## config.mk

```make
export PLATFORM = sky130hd
export DESIGN_NAME = adc_threshold_discriminator
export DESIGN_NICKNAME = d
export VERILOG_FILES = /design/src/rtl/adc_threshold_discriminator.sv
export SDC_FILE = /design/constraint.sdc
export NUM_CORES = 2
export LEC_CHECK = 0
export ABC_AREA = 1
export ABC_CLOCK_PERIOD_IN_PS = 2740
export BUFFER_PORTS_ARGS = -buffer_cell sky130_fd_sc_hd__buf_2
export CORE_MARGIN = 4
export CORE_UTILIZATION = 50
export CTS_BUF_LIST = sky130_fd_sc_hd__clkbuf_16
export CTS_CLUSTER_SIZE = 40
export DETAILED_ROUTE_END_ITERATION = 7
export HOLD_SLACK_MARGIN = 0.1
export PLACE_DENSITY = 0.72
export SLEW_MARGIN = 20
export SYNTH_ARGS = -nofsm -noshare
export SYNTH_HDL_FRONTEND = slang
export SYNTH_SLANG_ARGS = --single-unit
```

## constraint.sdc

```tcl
create_clock -name clk -period 2.74 [get_ports clk]
set_clock_uncertainty 0.05 [all_clocks]
set_input_delay 0.411 -clock clk [delete_from_list [all_inputs] [get_ports clk]]
set_output_delay 0.411 -clock clk [all_outputs]
set_load 0.005 [all_outputs]
```

## src/rtl/adc_threshold_discriminator.sv

```systemverilog
// Hysteresis-gated segment extractor for one ADC channel. Forwards batches
// that fall inside an activity segment, framed with tlast, plus one
// batch-index timestamp per segment start.
// Ports: s_axis_* input batches (never backpressured), m_axis_data_*
// forwarded batches, m_axis_tstamp_* segment-start index, cfg_* register
// map inputs, overflow sticky drop flag.
module adc_threshold_discriminator #(
  parameter int PARALLEL_SAMPLES = 16,
  parameter int SAMPLE_WIDTH     = 16,
  parameter int TIMESTAMP_WIDTH  = 48
) (
  input  logic                                     clk,
  input  logic                                     reset,
  input  logic [PARALLEL_SAMPLES*SAMPLE_WIDTH-1:0] s_axis_tdata,
  input  logic                                     s_axis_tvalid,
  output logic                                     s_axis_tready,
  output logic [PARALLEL_SAMPLES*SAMPLE_WIDTH-1:0] m_axis_data_tdata,
  output logic                                     m_axis_data_tvalid,
  output logic                                     m_axis_data_tlast,
  input  logic                                     m_axis_data_tready,
  output logic [TIMESTAMP_WIDTH-1:0]               m_axis_tstamp_tdata,
  output logic                                     m_axis_tstamp_tvalid,
  input  logic                                     m_axis_tstamp_tready,
  input  logic                                     cfg_enable,
  input  logic [SAMPLE_WIDTH-1:0]                  cfg_threshold_high,
  input  logic [SAMPLE_WIDTH-1:0]                  cfg_threshold_low,
  input  logic                                     cfg_clear_overflow,
  output logic                                     overflow
);

  localparam int DW = PARALLEL_SAMPLES * SAMPLE_WIDTH;

  typedef enum logic {
    IDLE   = 1'b0,
    ACTIVE = 1'b1
  } state_t;

  state_t state;
  state_t state_nxt;

  logic                           accept;
  logic [TIMESTAMP_WIDTH-1:0]     batch_idx;
  logic signed [SAMPLE_WIDTH-1:0] smp;
  logic signed [SAMPLE_WIDTH-1:0] thr_hi;
  logic signed [SAMPLE_WIDTH-1:0] thr_lo;
  logic                           hi;
  logic                           lo;

  logic                       s1_valid;
  logic                       s1_hi;
  logic                       s1_lo;
  logic                       s1_en;
  logic [DW-1:0]              s1_data;
  logic [TIMESTAMP_WIDTH-1:0] s1_idx;

  logic emit;
  logic emit_last;
  logic emit_ts;
  logic data_free;
  logic ts_free;
  logic drop;

  assign accept = s_axis_tvalid & s_axis_tready;
  assign thr_hi = cfg_threshold_high;
  assign thr_lo = cfg_threshold_low;

  always_ff @(posedge clk) begin
    if (reset) begin
      s_axis_tready <= 1'b0;
      batch_idx     <= '0;
    end else begin
      s_axis_tready <= 1'b1;
      if (accept) batch_idx <= batch_idx + TIMESTAMP_WIDTH'(1);
    end
  end

  // hi: any sample above the trigger level; lo: all samples below release
  always_comb begin
    hi  = 1'b0;
    lo  = 1'b1;
    smp = '0;
    for (int i = 0; i < PARALLEL_SAMPLES; i++) begin
      smp = s_axis_tdata[i*SAMPLE_WIDTH +: SAMPLE_WIDTH];
      if (smp > thr_hi) hi = 1'b1;
      if (!(smp < thr_lo)) lo = 1'b0;
    end
  end

  always_ff @(posedge clk) begin
    if (reset) begin
      s1_valid <= 1'b0;
      s1_hi    <= 1'b0;
      s1_lo    <= 1'b0;
      s1_en    <= 1'b0;
      s1_data  <= '0;
      s1_idx   <= '0;
    end else begin
      s1_valid <= accept;
      if (accept) begin
        s1_hi   <= hi;
        s1_lo   <= lo;
        s1_en   <= cfg_enable;
        s1_data <= s_axis_tdata;
        s1_idx  <= batch_idx;
      end
    end
  end

  always_ff @(posedge clk) begin
    if (reset) state <= IDLE;
    else       state <= state_nxt;
  end

  always_comb begin
    state_nxt = state;
    emit      = 1'b0;
    emit_last = 1'b0;
    emit_ts   = 1'b0;
    if (s1_valid) begin
      unique case (state)
        IDLE: begin
          if (s1_en && s1_hi) begin
            emit    = 1'b1;
            emit_ts = 1'b1;
            // a trigger batch that is also quiet is a one-beat segment
            if (s1_lo) emit_last = 1'b1;
            else       state_nxt = ACTIVE;
          end
        end
        ACTIVE: begin
          emit = 1'b1;
          if (s1_lo || !s1_en) begin
            emit_last = 1'b1;
            state_nxt = IDLE;
          end
        end
        default: state_nxt = IDLE;
      endcase
    end
  end

  // a register is free when empty or when its beat transfers this cycle
  assign data_free = ~m_axis_data_tvalid | m_axis_data_tready;
  assign ts_free   = ~m_axis_tstamp_tvalid | m_axis_tstamp_tready;
  assign drop      = (emit & ~data_free) | (emit_ts & ~ts_free);

  always_ff @(posedge clk) begin
    if (reset) begin
      m_axis_data_tvalid <= 1'b0;
      m_axis_data_tlast  <= 1'b0;
      m_axis_data_tdata  <= '0;
    end else if (emit && data_free) begin
      m_axis_data_tvalid <= 1'b1;
      m_axis_data_tlast  <= emit_last;
      m_axis_data_tdata  <= s1_data;
    end else if (m_axis_data_tready) begin
      m_axis_data_tvalid <= 1'b0;
    end
  end

  always_ff @(posedge clk) begin
    if (reset) begin
      m_axis_tstamp_tvalid <= 1'b0;
      m_axis_tstamp_tdata  <= '0;
    end else if (emit_ts && ts_free) begin
      m_axis_tstamp_tvalid <= 1'b1;
      m_axis_tstamp_tdata  <= s1_idx;
    end else if (m_axis_tstamp_tready) begin
      m_axis_tstamp_tvalid <= 1'b0;
    end
  end

  // set beats clear when both land in the same cycle
  always_ff @(posedge clk) begin
    if (reset)                   overflow <= 1'b0;
    else if (drop)               overflow <= 1'b1;
    else if (cfg_clear_overflow) overflow <= 1'b0;
  end

endmodule

```

# Word-level counts from Yosys, hierarchy flattened
# Index checks and enable logic that the tools add are counted.
# word_totals
ff_bits	666
latch_bits	0
mem_bits_rw	0
mem_bits_ro	0
in_bits	295
output_inout_bits	309
word_cells	120
n_memories	0
# op_classes
n_addsub	1
n_mul	0
div	0
magnitude_cmp	32
eq_ne	0
n_shift	0
n_mux	53
bitwise	11
reduce_logical	8
# op_table
operator	count
greater-than comparator 16 bit	16
< comparator 16 bit	16
2-to-1 mux 1 bit	50
adder 48 x 1 -> 48 bit, second input constant	1
one-hot mux 1 bit (2 select lines)	3
nonzero test 2 bit	3
inverter 1 bit	5
bitwise AND 1 bit	3
logical AND 1 bit	3
bitwise OR 1 bit	3
zero test 1 bit	1
logical OR 1 bit	1

# Longest topological paths before layout
# depth
depth_word	17
depth_mapped	19
mapped_depth_nobuf	19

# Worst setup path before layout
# Ideal clock, no wire load.
# synth_timing
path_type	input to register
startpoint	input port cfg_threshold_low[13]
endpoint	register s1_lo
setup_time_ns	0.065
arrival_time_ns	1.997
required_ns	2.625
setup_slack_ns	0.628
cell_stages	17
n_path_buf	0
cell_sequence	inv_1 ha_1 nand2_1 inv_1 o21ai_0 nand2_1 a21oi_1 nand2_1 nand2_1 nand2_1 inv_1 nand3_1 nor2_1 nand3_1 nor2_1 nor2_1 nor2_1
# synth_via
elab_chain_cells	17
word_cells_on_any_way	32
classes_between	order compare (16); mux (16)
# synth_lines
element	line	rtl
start, declared	26	input logic [SAMPLE_WIDTH-1:0] cfg_threshold_low,
< comparator 16 bit	85	if (!(smp < thr_lo)) lo = 1'b0;
2-to-1 mux 1 bit (15 in series)	85	
2-to-1 mux 1 bit *	85	
end signal, assigned	101	s1_lo <= lo;
end, declared	51	logic s1_lo;
# Every way passes the cells marked *; elsewhere a longest branch is shown, timed or not.
# A chain may end at the register's enable or synchronous reset.

# Worst setup path after layout
# layout_timing
startpoint	input port s_axis_tdata[249]
endpoint	register s1_hi
# layout_via
elab_chain_cells	2
# layout_lines
element	line	rtl
start, declared	14	input logic [PARALLEL_SAMPLES*SAMPLE_WIDTH-1:0] s_axis_tdata,
greater-than comparator 16 bit	84	if (smp > thr_hi) hi = 1'b1;
2-to-1 mux 1 bit	84	
end signal, assigned	100	s1_hi <= hi;
end, declared	50	logic s1_hi;
# Every way passes these cells.

==> impl_metrics.tcl <==
set metrics [dict create \
    synth_edf_count 0 \
    clkSlewWorstSetupHoldPaths_ns 0.06 \
    layout-drive-gt1-share_pct 14.9 \
    yosys_warnings 0 \
    dp.cells 6072 \
    die_area_mm2 0.0741 \
    finalPower_mw 23.0 \
    status "finished, final reports clean" \
    critPathMaxFanout 3 \
    crit_type "in -> reg" \
    ys_ff_latch 666 \
    vias_per_cell 5.46 \
    crit_chain "dlygate4sd3_1 > buf_2 > ha_1 > a21oi_1 > nand3b_1 > a21oi_1 > nor2_1 > nand2_1 > nand2_1 > nand2_1 > nand2_1 > nand2_1 > nor2_1 > nand2_1 > nor2_1 > a21oi_1" \
    synth-async-reset-ratio_pct 0 \
    nets 6215 \
    fmax_mhz 412 \
    io_buffers 603 \
    io_pins 604 \
    hold_violations 0 \
    fin_crit_ns 2.43 \
    cts_tree "yes" \
    post_cts_buffers 0 \
    synth_top_cells_by_area "dfxtp_1 38%, ha_1 18%, nor2_1 14%, o21ai_0 9.8%, nand2_1 4.9%" \
    initialDrtViolationCount 2695 \
    grt_usage_pct 32.4 \
    cp_slowest_cell "dlygate4sd3_1" \
    worst_pin_slew_ns 0.887 \
    ir_drop_v 0.000522 \
    critPathLaunchType "primary input" \
    cts.repair.resized 0 \
    htreeDepth 3 \
    firstDrtPassIters 6 \
    r2r_cells 10 \
    syn_avg_cell_area_um2 7.47 \
    crit_top_cell "nand2_1" \
    powerDensity_mw_per_mm2 525 \
    synthTopCellsByCount "1288 x nor2_1, 684 x o21ai_0, 666 x dfxtp_1, 497 x ha_1, 455 x nand2_1" \
    grt_max_degree 129 \
    grt_pass1_wl_um 190000 \
    grt_remaining_overflow 0 \
    cts_inserted_buffers 72 \
    place_ws_ns 0.0851 \
    synth.largest_area_cell "dfxtp_1" \
    syn_area_mm2 0.0349 \
    crit_required_ns 3.21 \
    root_buffer "clkbuf_16" \
    hp-class "in -> reg" \
    maxSlewViolCount 0 \
    synth_ff_type "dfxtp_1" \
    max_stage_delay_ns 0.57 \
    wl_per_cell_um 19.4 \
    drc 0 \
    maxCapViolations 0 \
    critPathCaptureType "flip-flop" \
    hold_path.startpoint "s_axis_tdata[215]" \
    synth_seq_area_share_pct 38.2 \
    cts_hold_buf 208 \
    relSlewSlack_pct 40.8 \
    p_leak_nw 21.9 \
    antenna_left 0 \
    rows 96 \
    area_growth_pct 25.3 \
    syn_nets 5464 \
    die_x_um 272 \
    min_path_cells 3 \
    critPathBufInv 2 \
    synth_most_common_cell "nor2_1" \
    worst-path-stages 16 \
    start_util_pct 50.6 \
    dp_hpwl_um 87700 \
    r2r_slack_ns 0.49 \
    cts_max_path_buffers 3 \
    wl_um 125000 \
    hold_ws_ns 0.110 \
    place_congestion 0.934 \
    setup_tns_ns 0 \
    antenna_found_initial 41 \
    synth_top_area_share_pct 38.2 \
    rsz0062_at_grt "no" \
    setup_violations 0 \
    vias 35169 \
    coreArea_mm2 0.0689 \
    syn_inst 4672 \
    arrival_ns 2.89 \
    cts.sinks 666 \
    die_h_um 272 \
    synth_cell_types 48 \
    path_delay_family "simple AND/OR/NAND/NOR gates" \
    fin_crit_sh_pct 88.5 \
    startpoint "s_axis_tdata[249]" \
    timing.rr.start "batch_idx[1]" \
    fin_cells 6444 \
    grt_pass1_vias 33393 \
    setup_ws_ns 0.314 \
    clock_latency_ns 0.63 \
]
## cell usage in the layout, fill, tap and decap left out, types with 72 or more instances in the layout
cell type and instances:
a21oi_1 284, buf_2 603, clkbuf_16 72, dfxtp_1 666, dlygate4sd3_1 208, ha_1 497
inv_1 249, nand2_1 455, nand3_1 100, nor2_1 1286, o21ai_0 684
## worst paths after layout
check / end
min reg2reg: m_axis_tstamp_tdata[1]
min: s1_data[215]
max: s1_hi
max reg2reg: batch_idx[44]
## kinds of logic (layout without fill, tap and decap cells)
logic type	Yosys count	in the layout	share of synthesized area, %
buffers and inverters	461	1266	5.03
XOR/XNOR	24	24	0.602
flip-flops	666	666	38.2
AO/OA/AOI/OAI	1034	1034	15.3
other	0	36	0
adder cells (fa/ha/maj)	497	497	17.8
AND/OR/NAND/NOR	1990	1990	23.1
## registers in the layout, indices dropped and copies added (netlist names)
signal and flops:
batch_idx 48, m_axis_tstamp_tvalid 1, m_axis_data_tvalid 1, s1_en 1
m_axis_data_tdata 256, s_axis_tready 1, state 1, s1_hi 1
s1_valid 1, s1_lo 1, s1_idx 48, s1_data 256
overflow 1, m_axis_data_tlast 1, m_axis_tstamp_tdata 48
## per-stage QoR
stage          instance area, um^2  util [%]
2_1_floorplan                34900         -
3_3_place_gp                 39400      57.1
3_5_place_dp                 39400      57.1
4_1_cts                      43700      63.3
5_1_grt                      43700      63.4
6_report                     43800      63.5
## routing by layer
layer | part of all wire (%) | track usage [%] | routed length, um | vias up
li1 | - | - | - | 17146
met1 | 41 | 40.7 | 51100 | 16178
met2 | 45 | 52.9 | 56800 | 1421
met3 | 7.9 | 6.22 | 9940 | 408
met4 | 5.8 | 16.8 | 7280 | 16
met5 | 0.078 | 0 | 98 | -
## report_power, final
part           switching, mW  internal [mW]  total, mW
logic                   2.14           1.44       3.58
registers              0.168           10.0       10.2
clock network           4.20           5.03       9.24
## worst register-to-register path: cells and delay by family (launching register included)
kind,cells,cell delay [ns]
DFF,1,0.39
xor gates and xnor gates,1,0.14
adders and majority gates,1,0.23
and+or+nand+nor,8,1.33
## final cells by class
| cell class | count | area [um^2] |
|---|---|---|
| clock inverters | 56 | 405 |
| flip-flops and latches | 666 | 13300 |
| multi-input cells | 3545 | 19900 |
| diodes | 36 | 90.1 |
| well taps | 931 | 1160 |
| inverters | 254 | 976 |
| fillers | 6134 | 25200 |
| clock buffers | 72 | 1800 |
| repair buffers | 884 | 6140 |
Note: power is estimated with default switching activity, not from simulation.
